File: config.mk
export PLATFORM = sky130hd
export DESIGN_NAME = fp_div_issue
export DESIGN_NICKNAME = d
export VERILOG_FILES = /design/src/rtl/fpu_pkg.sv /design/src/rtl/fp_class.sv /design/src/rtl/fp_div_issue.sv
export SDC_FILE = /design/constraint.sdc
export NUM_CORES = 1
export LEC_CHECK = 0
export ABC_AREA = 1
export BUFFER_PORTS_ARGS = -buffer_cell sky130_fd_sc_hd__buf_2
export CORE_MARGIN = 5
export CORE_UTILIZATION = 54
export DETAILED_ROUTE_END_ITERATION = 12
export PLACE_DENSITY = 0.95
export SETUP_SLACK_MARGIN = 0.15
export SYNTH_ARGS = -nofsm -noshare
export SYNTH_HDL_FRONTEND = slang
export SYNTH_SLANG_ARGS = --single-unit
File: constraint.sdc
create_clock -name clk -period 6.7 [get_ports clk]
set_clock_uncertainty 0.15 [all_clocks]
set_input_delay 0.67 -clock clk [delete_from_list [all_inputs] [get_ports clk]]
set_output_delay 0.67 -clock clk [all_outputs]
set_load 0.005 [all_outputs]
File: src/rtl/fpu_pkg.sv
// Shared single-precision FPU definitions: field widths, canonical constants,
// divider issue FSM encoding and the result flag bundle.
package fpu_pkg;

    localparam int FP_EXP_W = 8;
    localparam int FP_MAN_W = 23;
    localparam int FP_BIAS  = 127;

    localparam logic [31:0] FP_CANON_NAN = 32'h7FC0_0000;
    localparam logic [31:0] FP_POS_INF   = 32'h7F80_0000;

    typedef enum logic [1:0] {
        IDLE,
        START,
        WAIT,
        OUT
    } div_state_t;

    typedef struct packed {
        logic overflow;
        logic underflow;
        logic div_by_zero;
        logic exception;
    } fp_flags_t;

    function automatic logic [31:0] fp_signed_inf(input logic s);
        return {s, FP_POS_INF[30:0]};
    endfunction

    function automatic logic [31:0] fp_signed_zero(input logic s);
        return {s, 31'b0};
    endfunction

endpackage

File: src/rtl/fp_class.sv
// Combinational IEEE-754 single classifier; denormals report as zero so the
// divider path only ever sees normal operands.
module fp_class
    import fpu_pkg::*;
(
    input  logic [31:0]         value,
    output logic                is_zero,
    output logic                is_inf,
    output logic                is_nan,
    output logic                sign,
    output logic [FP_EXP_W-1:0] exp,
    output logic [FP_MAN_W-1:0] man
);

    assign sign    = value[31];
    assign exp     = value[30:23];
    assign man     = value[22:0];

    assign is_zero = (exp == '0);
    assign is_inf  = (&exp) && (man == '0);
    assign is_nan  = (&exp) && (man != '0);

endmodule

File: src/rtl/fp_div_issue.sv
// Issue/completion controller for the serial divider: screens special cases
// and exponent range, launches the core for the rest and holds the result.
module fp_div_issue
    import fpu_pkg::*;
(
    input  logic        clk,
    input  logic        rst,
    input  logic        in_valid,
    output logic        in_ready,
    input  logic [31:0] op_a,
    input  logic [31:0] op_b,
    output logic        div_start,
    output logic [31:0] div_op_a,
    output logic [31:0] div_op_b,
    input  logic        div_done,
    input  logic [31:0] div_res,
    output logic        out_valid,
    input  logic        out_ready,
    output logic [31:0] res,
    output logic        overflow,
    output logic        underflow,
    output logic        div_by_zero,
    output logic        exception
);

    div_state_t state, state_next;

    logic                a_zero, a_inf, a_nan, a_sign;
    logic                b_zero, b_inf, b_nan, b_sign;
    logic [FP_EXP_W-1:0] a_exp, b_exp;
    logic [FP_MAN_W-1:0] a_man, b_man;
    logic                a_norm, b_norm;
    logic                res_sign;
    logic                man_lt;
    logic signed [9:0]   exp_est;

    logic                bypass;
    logic [31:0]         bypass_res;
    fp_flags_t           bypass_flags;

    logic [31:0]         op_a_q, op_b_q;
    logic [31:0]         res_q;
    fp_flags_t           flags_q;
    logic                sign_q;
    logic                wait_first;
    logic                core_done;

    fp_class u_class_a (
        .value   (op_a),
        .is_zero (a_zero),
        .is_inf  (a_inf),
        .is_nan  (a_nan),
        .sign    (a_sign),
        .exp     (a_exp),
        .man     (a_man)
    );

    fp_class u_class_b (
        .value   (op_b),
        .is_zero (b_zero),
        .is_inf  (b_inf),
        .is_nan  (b_nan),
        .sign    (b_sign),
        .exp     (b_exp),
        .man     (b_man)
    );

    assign a_norm   = !a_zero && !a_inf && !a_nan;
    assign b_norm   = !b_zero && !b_inf && !b_nan;
    assign res_sign = a_sign ^ b_sign;

    // Leading ones cancel, so comparing raw mantissas equals comparing {1,man}.
    assign man_lt   = (a_man < b_man);
    assign exp_est  = {2'b00, a_exp} - {2'b00, b_exp} + 10'(FP_BIAS) - {9'b0, man_lt};

    always_comb begin
        bypass       = 1'b1;
        bypass_res   = '0;
        bypass_flags = '0;
        if (a_nan || b_nan || (a_zero && b_zero) || (a_inf && b_inf)) begin
            bypass_res             = FP_CANON_NAN;
            bypass_flags.exception = 1'b1;
        end else if (a_norm && b_zero) begin
            bypass_res               = fp_signed_inf(res_sign);
            bypass_flags.div_by_zero = 1'b1;
        end else if (a_inf) begin
            bypass_res = fp_signed_inf(res_sign);
        end else if (a_zero || b_inf) begin
            bypass_res = fp_signed_zero(res_sign);
        end else if (exp_est >= 10'sd255) begin
            bypass_res            = fp_signed_inf(res_sign);
            bypass_flags.overflow = 1'b1;
        end else if (exp_est <= 10'sd0) begin
            bypass_res             = fp_signed_zero(res_sign);
            bypass_flags.underflow = 1'b1;
        end else begin
            bypass = 1'b0;
        end
    end

    // The core may still show a stale done level in the cycle right after start.
    assign core_done = div_done && !wait_first;

    always_comb begin
        state_next = state;
        case (state)
            IDLE:    if (in_valid) state_next = bypass ? OUT : START;
            START:   state_next = WAIT;
            WAIT:    if (core_done) state_next = OUT;
            OUT:     if (out_ready) state_next = IDLE;
            default: state_next = IDLE;
        endcase
    end

    always_ff @(posedge clk or posedge rst) begin
        if (rst) begin
            state      <= IDLE;
            op_a_q     <= '0;
            op_b_q     <= '0;
            res_q      <= '0;
            flags_q    <= '0;
            sign_q     <= 1'b0;
            wait_first <= 1'b0;
        end else begin
            state <= state_next;
            case (state)
                IDLE: begin
                    if (in_valid) begin
                        op_a_q  <= op_a;
                        op_b_q  <= op_b;
                        sign_q  <= res_sign;
                        res_q   <= bypass_res;
                        flags_q <= bypass_flags;
                    end
                end
                START: wait_first <= 1'b1;
                WAIT: begin
                    wait_first <= 1'b0;
                    // Overwrites the core's sign bit with the operand sign.
                    if (core_done) begin
                        res_q   <= div_res ^ {div_res[31] ^ sign_q, 31'b0};
                        flags_q <= '0;
                    end
                end
                default: ;
            endcase
        end
    end

    assign in_ready    = (state == IDLE);
    assign div_start   = (state == START);
    assign out_valid   = (state == OUT);
    assign div_op_a    = op_a_q;
    assign div_op_b    = op_b_q;
    assign res         = res_q;
    assign overflow    = flags_q.overflow;
    assign underflow   = flags_q.underflow;
    assign div_by_zero = flags_q.div_by_zero;
    assign exception   = flags_q.exception;

endmodule
=== Yosys cells after proc, flatten, opt, wreduce, memory -nomap -nowiden ===
Cells that the tools add are included.

* $mul: 0
* Muxes and demuxes: 32
* Shift-type cells: 0
* Add/subtract/negate cells: 3
* Divide/modulo/power cells: 0
* $lt $le $gt $ge: 3
* Bitwise gates (word level): 3
* Reduce and logical (&&, ||, !) cells: 32
* Equal/unequal tests: 6

{| class="wikitable"
|+ Operators with widths
! operator !! number
|-
| $mux W32 || 8
|-
| $pmux W32 S2 || 1
|-
| $logic_not A23 Y1 || 2
|-
| $reduce_bool A23 Y1 || 2
|-
| $xor A32 B32 Y32 || 1
|-
| $lt A23 B23 Y1 || 1
|-
| $logic_not A8 Y1 || 2
|-
| $reduce_and A8 Y1 || 2
|-
| $mux W2 || 7
|-
| $add A9 B8 Y10 const B || 1
|-
| $ge A10 B9 Y1 const B || 1
|-
| $le A10 B1 Y1 const B || 1
|-
| $logic_and A1 B1 Y1 || 10
|-
| $mux W1 || 10
|-
| $sub A10 B1 Y10 || 1
|-
| $sub A8 B8 Y9 || 1
|-
| $mux W4 || 2
|-
| $pmux W2 S4 || 1
|-
| $pmux W4 S2 || 1
|-
| $reduce_and A3 Y1 || 2
|-
| $eq A2 B2 Y1 const B || 2
|-
| $logic_not A1 Y1 || 4
|-
| $logic_or A1 B1 Y1 || 4
|-
| $ne A2 B2 Y1 const B || 2
|-
| 8 further kinds || 10
|}

* Bits of input ports: 101
* Bits in registers: 104
* Bits in latches: 0
* Memories kept: 0
* ROM bits: 0
* Bits in writable memories: 0

=== Longest topological paths before layout ===
Gate-level depths: netlist (run 1).

* Depth after elaboration: 13
* Gate-level depth with buffers: 26

=== Cells and area by module ===
From an unflattened synthesis (run 1), not the netlist that was laid out.

* Cells, all modules: 845
* Area, all modules: 6376.1 µm²

{| class="wikitable"
|+ Modules (own cells, without submodules)
! module !! cells each !! area an instance (µm²) !! times used
|-
| fp_div_issue || 711 || 5590.4 || 1
|-
| fp_class || 67 || 392.9 || 2
|}

=== Least setup slack after synthesis (run 1) ===
OpenSTA, ideal clock, no wires.

* Path kind: in2reg
* From: in op_b[10]
* To: reg res_q[23], in the netlist res[23]
* Cell stages on the path: 23
* Data required time: 6.473 ns
* Setup slack: 3.124 ns
* Arrival: 3.349 ns
* Path buffers: 0
* Cell sequence: inv_1 ha_1 a21oi_1 o21a_1 o221ai_1 a21oi_1 o211ai_1 ha_1 ha_1 fa_1 nand2_1 nand2_2 nand3_2 nand2_1 nand2_1 nand2_2 inv_2 nand3_1 nand2_2 nand2_2 o21ai_2 nand2_2 a21oi_1

* Longest elaborated chain between the ends: 10

{| class="wikitable"
|+ Ends and longest elaborated chain
! what !! line !! source
|-
| from (decl) || fp_div_issue.sv:11 || <nowiki>input logic [31:0] op_b,</nowiki>
|-
| $lt A23 B23 Y1 || fp_div_issue.sv:73 || <nowiki>assign man_lt = (a_man < b_man);</nowiki>
|-
| $sub A10 B1 Y10 || fp_div_issue.sv:74 || <nowiki>assign exp_est = {2'b00, a_exp} - {2'b00, b_exp} + 10'(FP_BIAS) - {9'b0, man_lt};</nowiki>
|-
| $ge A10 B9 Y1 || fp_div_issue.sv:90 || <nowiki>end else if (exp_est >= 10'sd255) begin</nowiki>
|-
| $mux W32 || fp_div_issue.sv:90 ||
|-
| $mux W32 || fp_div_issue.sv:88 || <nowiki>end else if (a_zero || b_inf) begin</nowiki>
|-
| $mux W32 || fp_div_issue.sv:86 || <nowiki>end else if (a_inf) begin</nowiki>
|-
| $mux W32 || fp_div_issue.sv:83 || <nowiki>end else if (a_norm && b_zero) begin</nowiki>
|-
| $mux W32 * || fp_div_issue.sv:80 || <nowiki>if (a_nan || b_nan || (a_zero && b_zero) || (a_inf && b_inf)) begin</nowiki>
|-
| $mux W32 * || fp_div_issue.sv:128 || <nowiki>if (in_valid) begin</nowiki>
|-
| $pmux W32 S2 * || fp_div_issue.sv:126 || <nowiki>case (state)</nowiki>
|-
| to (signal assigned) || fp_div_issue.sv:132 || <nowiki>res_q <= bypass_res;</nowiki>
|-
| to (signal assigned) || fp_div_issue.sv:141 || <nowiki>res_q <= div_res ^ {div_res[31] ^ sign_q, 31'b0};</nowiki>
|-
| to (decl) || fp_div_issue.sv:42 || <nowiki>logic [31:0] res_q;</nowiki>
|}

Every way passes the cells marked *; elsewhere a longest branch is shown, timed or not. The select of a mux whose other input is x is not followed.
A chain may end at the register's enable or synchronous reset.

=== Worst setup path after layout (run 1) ===
* From: in op_b[8]
* To: reg res_q[28], in the netlist res[28]

Same word-level chain as after synthesis.

==> results by group, run 1 <==
Routing
  • Detailed Routing Iterations Pass 1: 5
  • Via count of the routed design: 5,520
  • Number of nets still failing antenna checks after routing: 0
  • DRC violations left: 0
  • Sum of routed wire length over all layers: around 15 mm
  • Per-cell via count in the routed design: 5.24
  • Per-cell routed wire length: around 14 um
  • Number of DRC markers in iteration 0: about 400

Logic synthesis
  • Post-synthesis async set-or-reset flop share: 1.00
  • Main combinational cell family by area after synthesis: simple AND/OR/NAND/NOR gates
  • Register area share after synthesis: 0.453
  • Mean Syn Cell Area: ~8.0 sq um
  • Post-Syn Area: between 5000 and 6000 sq um
  • Basic-gate share of the synthesized area counting and, or, nand and nor cells: 0.235
  • Net count after synthesis: slightly below 900
  • Gate count after technology mapping: between 700 and 800
  • Netlist cell types: 34
  • Share of synthesized area spent on multiplexers: 0.00392
  • Post-synthesis share of cell area spent on full adders, half adders and majority gates: 0.0985
  • Count of state elements after synthesis: roughly 100
  • Total number of yosys warnings: 0
  • Number of enable-type register cells in the synthesized netlist: 0
  • Compound-cell area share of the yosys netlist: 0.112
  • Xor/xnor cell area share of the yosys netlist: 0.0107
  • Most frequently used flop master after synthesis: dfrtp_1

Cells and area
  • Most frequent cells in the layout: buf_2, nand2_1, dfrtp_1, inv_1, o21ai_0
  • Most common library cell in the layout ignoring fill and taps: buf_2
  • Fraction of the core area covered by cells at the end of the flow: 0.678
  • Fraction of final layout cells sized beyond drive strength 1: 0.265
  • Number of filler instances in the final layout: between 800 and 900
  • # diodes: 0
  • Synthesis-to-finish area growth: 22.5%
  • FF+latch area: around 2600 sq um
  • Post-layout net count: 1,057
  • Multi-input logic area: 2650 sq um

Global route
  • Wire length of the first global-routing pass: 25.1 mm
  • Largest net degree at the start of global routing: 130
  • Antenna violations before repair: 0
  • Total congestion overflow: 0
  • Via count of the first global-routing pass: 5,421
  • Combined global-route utilization of all metal layers: 0.239

Placed design
  • DP Wirelength: ~12 mm
  • Port bufs: ~200
  • Weighted congestion reported at the end of routability-driven placement: 0.872
  • Setup WS pre-CTS: 2520 ps

Floorplan
  • Initial cell density of the core: 0.554
  • Die H: roughly 110 um
  • Die X: 113 um
  • Floorplan Core Area: slightly above 10,000 sq um
  • Number of core rows: 37
  • I/O pin count: 204
  • Area of the die: ~13,000 sq um

Pwr
  • Pwr Total: 0.00270 W
  • LEAKAGE: just over 4 nW
  • Worst supply voltage drop on vdd: between 200 and 300 uV
  • Pwr Density: 384 nW/um^2

Clocking
  • CTS root buffer: clkbuf_8
  • Longest Clk Path Bufs: 2
  • Source-to-sink clock delay at the later pin of the worst-skew pair: between 300 and 400 ps
  • Number of hold buffers added after CTS: 0
  • Clock tree from TritonCTS: done
  • Num CTS Buffers: 9
  • Clock slew seen by the registers of the worst setup and hold paths: approximately 110 ps
  • Number of H-tree branching levels: 3
  • TritonCTS Sinks: between 100 and 150
  • Number of gates resized after CTS: 0
  • Post-CTS setup buffers: 0

Timing
  • Highest attainable clock frequency: 262 MHz
  • Hold Worst Slack: 207 ps
  • Count of final setup violators: 0
  • Pins over their slew limit: 0
  • Final hold vios: 0
  • Max transition margin: 0.261
  • Final worst path period share: 0.569
  • Setup repair after global routing missed its margin: false
  • Transition at the pin with the smallest max-transition slack: approximately 1100 ps
  • Total Neg Setup Slack: 0 ps
  • Minimum setup slack in the final design: between 2000 and 3000 ps
  • Crit path time final: between 3000 and 4000 ps

Status
  • Outcome: finished, final reports clean

Critical path
  • Setup crit end kind: flop
  • CP Max Fanout: 8
  • Critical path required time: slightly below 7000 ps
  • Setup CP Type: in2reg
  • Critical path launch point type: primary input
  • Arrival @ worst endpoint: 3940 ps

Run
  • Maximum Capacitance Violations: 0

Worst hold path
  • Class of the worst hold path: in2async
-- registers in the layout, summed over array words and instances (netlist names) --
| name | cells |
|---|---|
| sign_q | 1 |
| wait_first | 1 |
| underflow | 1 |
| div_op_b | 32 |
| exception | 1 |
| overflow | 1 |
| res | 32 |
| state | 2 |
| div_op_a | 32 |
| div_by_zero | 1 |
-- cell type report --
class / instances / area share
Timing Repair Buffer: 204 / 0.146
Tap cell: 136 / 0.0242
Clock inverter: 7 / 0.00872
Clock buffer: 9 / 0.0176
Sequential cell: 104 / 0.370
Inverter: 106 / 0.0569
Multi-Input combinational cell: 487 / 0.377
-- final timing paths --
path                                      endpoint                  from  slack [ps]  cells after the start
setup / recovery               res[28]$_DFFE_PP0P_               op_b[8]        2890                     24
hold / removal                  res[1]$_DFFE_PP0P_                   rst         210                      2
setup reg to reg               res[28]$_DFFE_PP0P_  state[0]$_DFFE_PP0P_        3680                      8
hold reg to reg                res[17]$_DFFE_PP0P_   res[17]$_DFFE_PP0P_         330                      2
max in group asynchronous  div_op_b[5]$_DFFE_PP0P_                   rst        5040                      3
min in group clk               res[17]$_DFFE_PP0P_   res[17]$_DFFE_PP0P_         330                      2
-- metal layers --
metal / up-vias / part of all wire / GRT usage
met4: 0 / 0.017 / 0.0601
met1: 2535 / 0.41 / 0.301
met3: 29 / 0.089 / 0.0567
li1: 2709 / - / -
met2: 247 / 0.49 / 0.415
met5: - / 0 / 0
-- power breakdown --
part / internal (W) / total [W] / switching [W]
Combinational: 0.000499 / 0.00127 / 0.000770
Clock: 0.000143 / 0.000375 / 0.000232
Sequential: 0.000910 / 0.00105 / 0.000145
Total: 0.00155 / 0.00270 / 0.00115
-- cell families (layout without fill, tap and decap cells) --
family / Yosys count / after routing
and+or+nand+nor: 313 / 313
buffers and inverters: 130 / 326
AOI/OAI and AO/OA: 121 / 121
DFF: 104 / 104
adders and majority gates: 44 / 44
xor gates and xnor gates: 7 / 7
muxes: 2 / 2
-- stage by stage --
step / cell area [sq um] / std cells
2_1_floorplan: 5740 / 721
3_3_place_gp: 6850 / 1037
3_5_place_dp: 6850 / 1037
4_1_cts: 7030 / 1053
5_1_grt: 7030 / 1053
6_report: 7030 / 1053
-- synthesized netlist by cell type, types with 2 or more instances --
| cell type | count | area (sq um) |
|---|---|---|
| fa_1 | 2 | 40.0 |
| buf_2 | 3 | 15.0 |
| o211ai_1 | 3 | 22.5 |
| nand4_1 | 22 | 138 |
| buf_4 | 2 | 15.0 |
| dfrtp_1 | 104 | 2600 |
| inv_2 | 3 | 11.3 |
| nand3_1 | 51 | 255 |
| or2_2 | 3 | 18.8 |
| a21oi_1 | 38 | 190 |
| nand3b_1 | 2 | 15.0 |
| nor2_1 | 45 | 169 |
| nor3_1 | 2 | 10.0 |
| xnor2_1 | 4 | 35.0 |
| nand3_2 | 2 | 20.0 |
| ha_1 | 42 | 526 |
| nand2_1 | 177 | 664 |
| clkbuf_1 | 19 | 71.3 |
| xor2_1 | 3 | 26.3 |
| o21ai_0 | 71 | 355 |
| mux2_2 | 2 | 22.5 |
| inv_1 | 103 | 387 |
| nand2_2 | 7 | 43.8 |
-- critical path, stage by stage --
cell and delay, ps:
buf_2 100, inv_1 50, ha_1 290, a21oi_1 170, o21a_1 130, o221ai_1 90, a21oi_1 190, o211ai_1 150
ha_1 210, ha_1 220, fa_1 430, nand2_1 140, nand2_2 90, nand3_2 80, nand2_1 50, nand2_1 90
nand2_2 70, inv_2 40, nand3_1 70, nand2_2 70, nand2_2 70, o21ai_2 130, nand2_2 140, a21oi_1 180
Power figures use the tool's default switching activity.
==> run 2, diff against run 1 <==
Settings changed: CORE_UTILIZATION 54 to 46, PLACE_DENSITY 0.95 to 0.87.
Clock period 6.7 ns to 3.1 ns, I/O delays scaled along.
==> run 2 against run 1 <==
Against the previous run:
- the run now ends with negative setup slack left
- total power increased by 140%
- count of clock-buffer cells in the layout increased by 2
- largest cell class unchanged
- wire length increased by 9.4%
- register-to-register slack got worse by 3200 ps
- utilization decreased by 2.3 points
- via count increased by 3.7%
- critical endpoint is now res[29]$_DFFE_PP0P_
- hold slack got worse by 170 ps
- first-iteration DRC count increased by 33%
- final area increased by 13%
==> results by group, run 2 (synthesis results as in run 1) <==
Floorplan
  • Area of the die: around 15,000 sq um
  • Die H: between 100 and 150 um
  • Initial cell density of the core: 0.474
  • Floorplan Core Area: about 12,000 sq um
  • Die X: around 120 um
  • Number of core rows: 40
  • I/O pin count: between 200 and 250

Timing
  • Final hold vios: 0
  • Final worst path period share: 1.02
  • Crit path time final: ~3100 ps
  • Max transition margin: 0.521
  • Highest attainable clock frequency: ~320 MHz
  • Transition at the pin with the smallest max-transition slack: about 720 ps
  • Total Neg Setup Slack: -133 ps
  • Minimum setup slack in the final design: -47.8 ps
  • Count of final setup violators: 5
  • Setup repair after global routing missed its margin: true
  • Pins over their slew limit: 0

Clocking
  • CTS root buffer: clkbuf_16
  • Longest Clk Path Bufs: 2
  • Source-to-sink clock delay at the later pin of the worst-skew pair: 350 ps
  • Clock slew seen by the registers of the worst setup and hold paths: roughly 70 ps
  • Clock tree from TritonCTS: done
  • TritonCTS Sinks: approximately 100
  • Num CTS Buffers: 9
  • Number of H-tree branching levels: 3

Cells and area
  • Most common library cell in the layout ignoring fill and taps: buf_2
  • Total non-filler cell area in the finished layout: slightly below 8000 sq um
  • Most frequent cells in the layout: buf_2, nand2_1, dfrtp_1, inv_1, o21ai_0
  • # diodes: 0
  • Synthesis-to-finish area growth: 38.3%
  • Fraction of final layout cells sized beyond drive strength 1: 0.358
  • Post-layout net count: roughly 1.1k

Routing
  • Number of nets still failing antenna checks after routing: 0
  • Per-cell routed wire length: between 10 and 15 um
  • DRC violations left: 0
  • Per-cell via count in the routed design: just over 5
  • Detailed Routing Iterations Pass 1: 5
  • Via count of the routed design: about 5.7k
  • Sum of routed wire length over all layers: around 17 mm
  • Number of DRC markers in iteration 0: between 500 and 600

Global route
  • Largest net degree at the start of global routing: 105
  • Antenna violations before repair: 0
  • Combined global-route utilization of all metal layers: 0.220
  • Via count of the first global-routing pass: 5,408
  • Wire length of the first global-routing pass: ~26 mm
  • Total congestion overflow: 0

Critical path
  • Critical path launch point type: primary input
  • Setup CP Type: in2reg
  • Delay of the slowest cell on the worst path: 540 ps
  • CP most frequent cell: a21oi_2
  • CP Max Fanout: 8
  • Worst-path cell with the longest stage delay: fa_2
  • Critical path required time: between 3000 and 4000 ps
  • Arrival @ worst endpoint: around 3300 ps
  • Cell type group with the largest total delay on the critical path: adder cells
  • Setup crit end kind: flop
  • Buffers plus inverters on the worst setup path: 2
  • Series of cell instances along the critical path: buf_8 -> inv_8 -> ha_4 -> a21oi_2 -> nand2_1 -> nand4_1 -> o211ai_1 -> a21oi_2 -> o211ai_1 -> ha_2 -> ha_4 -> fa_2 -> nand3_2 -> nor2_1 -> nand3_1 -> nor2_1 -> nand3_1 -> nand2_2 -> nand2_2 -> o21ai_2 -> nand2_4 -> a21oi_2
  • Setup slack, reg-to-reg: 450 ps

Placed design
  • DP Wirelength: 12.7 mm
  • Setup WS pre-CTS: -495 ps
  • Weighted congestion reported at the end of routability-driven placement: roughly 0.9
  • Cell area reported after detailed placement: 7510 sq um
  • Port bufs: 202

Pwr
  • Worst supply voltage drop on vdd: 457 uV
  • LEAKAGE: 4.38 nW
  • Pwr Density: between 800 and 900 nW/um^2
  • Pwr Total: 0.00646 W

Status
  • Violated checks: negative setup slack
  • Outcome: finished with violations

Worst hold path
  • Class of the worst hold path: in2reg

Run
  • Maximum Capacitance Violations: 0
run 2: changes by cell type in the layout (fill, tap and decap cells not counted), moves of 9 or more:
| cell | delta |
|---|---|
| a21oi_1 | -14 |
| a21oi_2 | +14 |
| buf_4 | +52 |
| clkbuf_16 | +9 |
| ha_1 | -17 |
| ha_4 | +16 |
| inv_1 | -13 |
run 2: final timing paths:
check | endpoint | cells after the start | startpoint
setup / recovery | res[29]$_DFFE_PP0P_ | 22 | op_b[2]
hold / removal | res[20]$_DFFE_PP0P_ | 3 | div_res[20]
setup reg to reg | res[23]$_DFFE_PP0P_ | 8 | state[0]$_DFFE_PP0P_
hold reg to reg | res[1]$_DFFE_PP0P_ | 2 | res[1]$_DFFE_PP0P_
max in group asynchronous | div_op_a[25]$_DFFE_PP0P_ | 4 | rst
min in group asynchronous | div_op_a[1]$_DFFE_PP0P_ | 4 | rst
run 2: worst register-to-register path, cell delays in order, from the launching register on:
cell and delay (ps):
dfrtp_1 400, inv_1 100, ha_1 410, inv_1 210
a21oi_2 390, inv_1 370, buf_12 270, a21oi_1 170
a21oi_2 70
run 2: cell type report:
type                       instances  area [sq um]
sequential                       104          2600
clock inverter                     5          31.3
timing repair buffer             257          1490
tap                              168           210
fill                             990          4170
inverter                         106           422
clock buffer                      11           243
multi-input combinational        487          2940
run 2: layer usage:
metal	GRT usage	routed length, um	share of wire	vias to the layer above
met3	0.0422	894	0.054	28
met1	0.281	7010	0.42	2685
li1	-	-	-	2833
met2	0.378	8400	0.50	180
met4	0.0637	379	0.023	0
met5	0	0	0	-
run 2: per-stage QoR:
step,util,hold WS [ps],std cells
after floorplan,-,298,721
after global routing,0.655,37.5,1138
after global placement,0.620,299,1120
after detailed placement,0.620,303,1120
after CTS,0.652,34.7,1138
final,0.655,37.3,1138
run 2: repair_timing:
action | 4_1_cts | 5_1_grt
hold endpoints to repair | 43 | 0
setup buffers | 1 | 0
hold buffers | 1 | 0
pin swaps | 7 | 5
setup endpoints to repair | 12 | 12
gates resized for setup | 22 | 11
run 2: report_power, final:
part | internal, W | leakage, nW | switching [W]
sequential | 0.00197 | 1.30 | 0.000328
clock | 0.000566 | 0.136 | 0.000503
combinational | 0.00128 | 2.94 | 0.00181
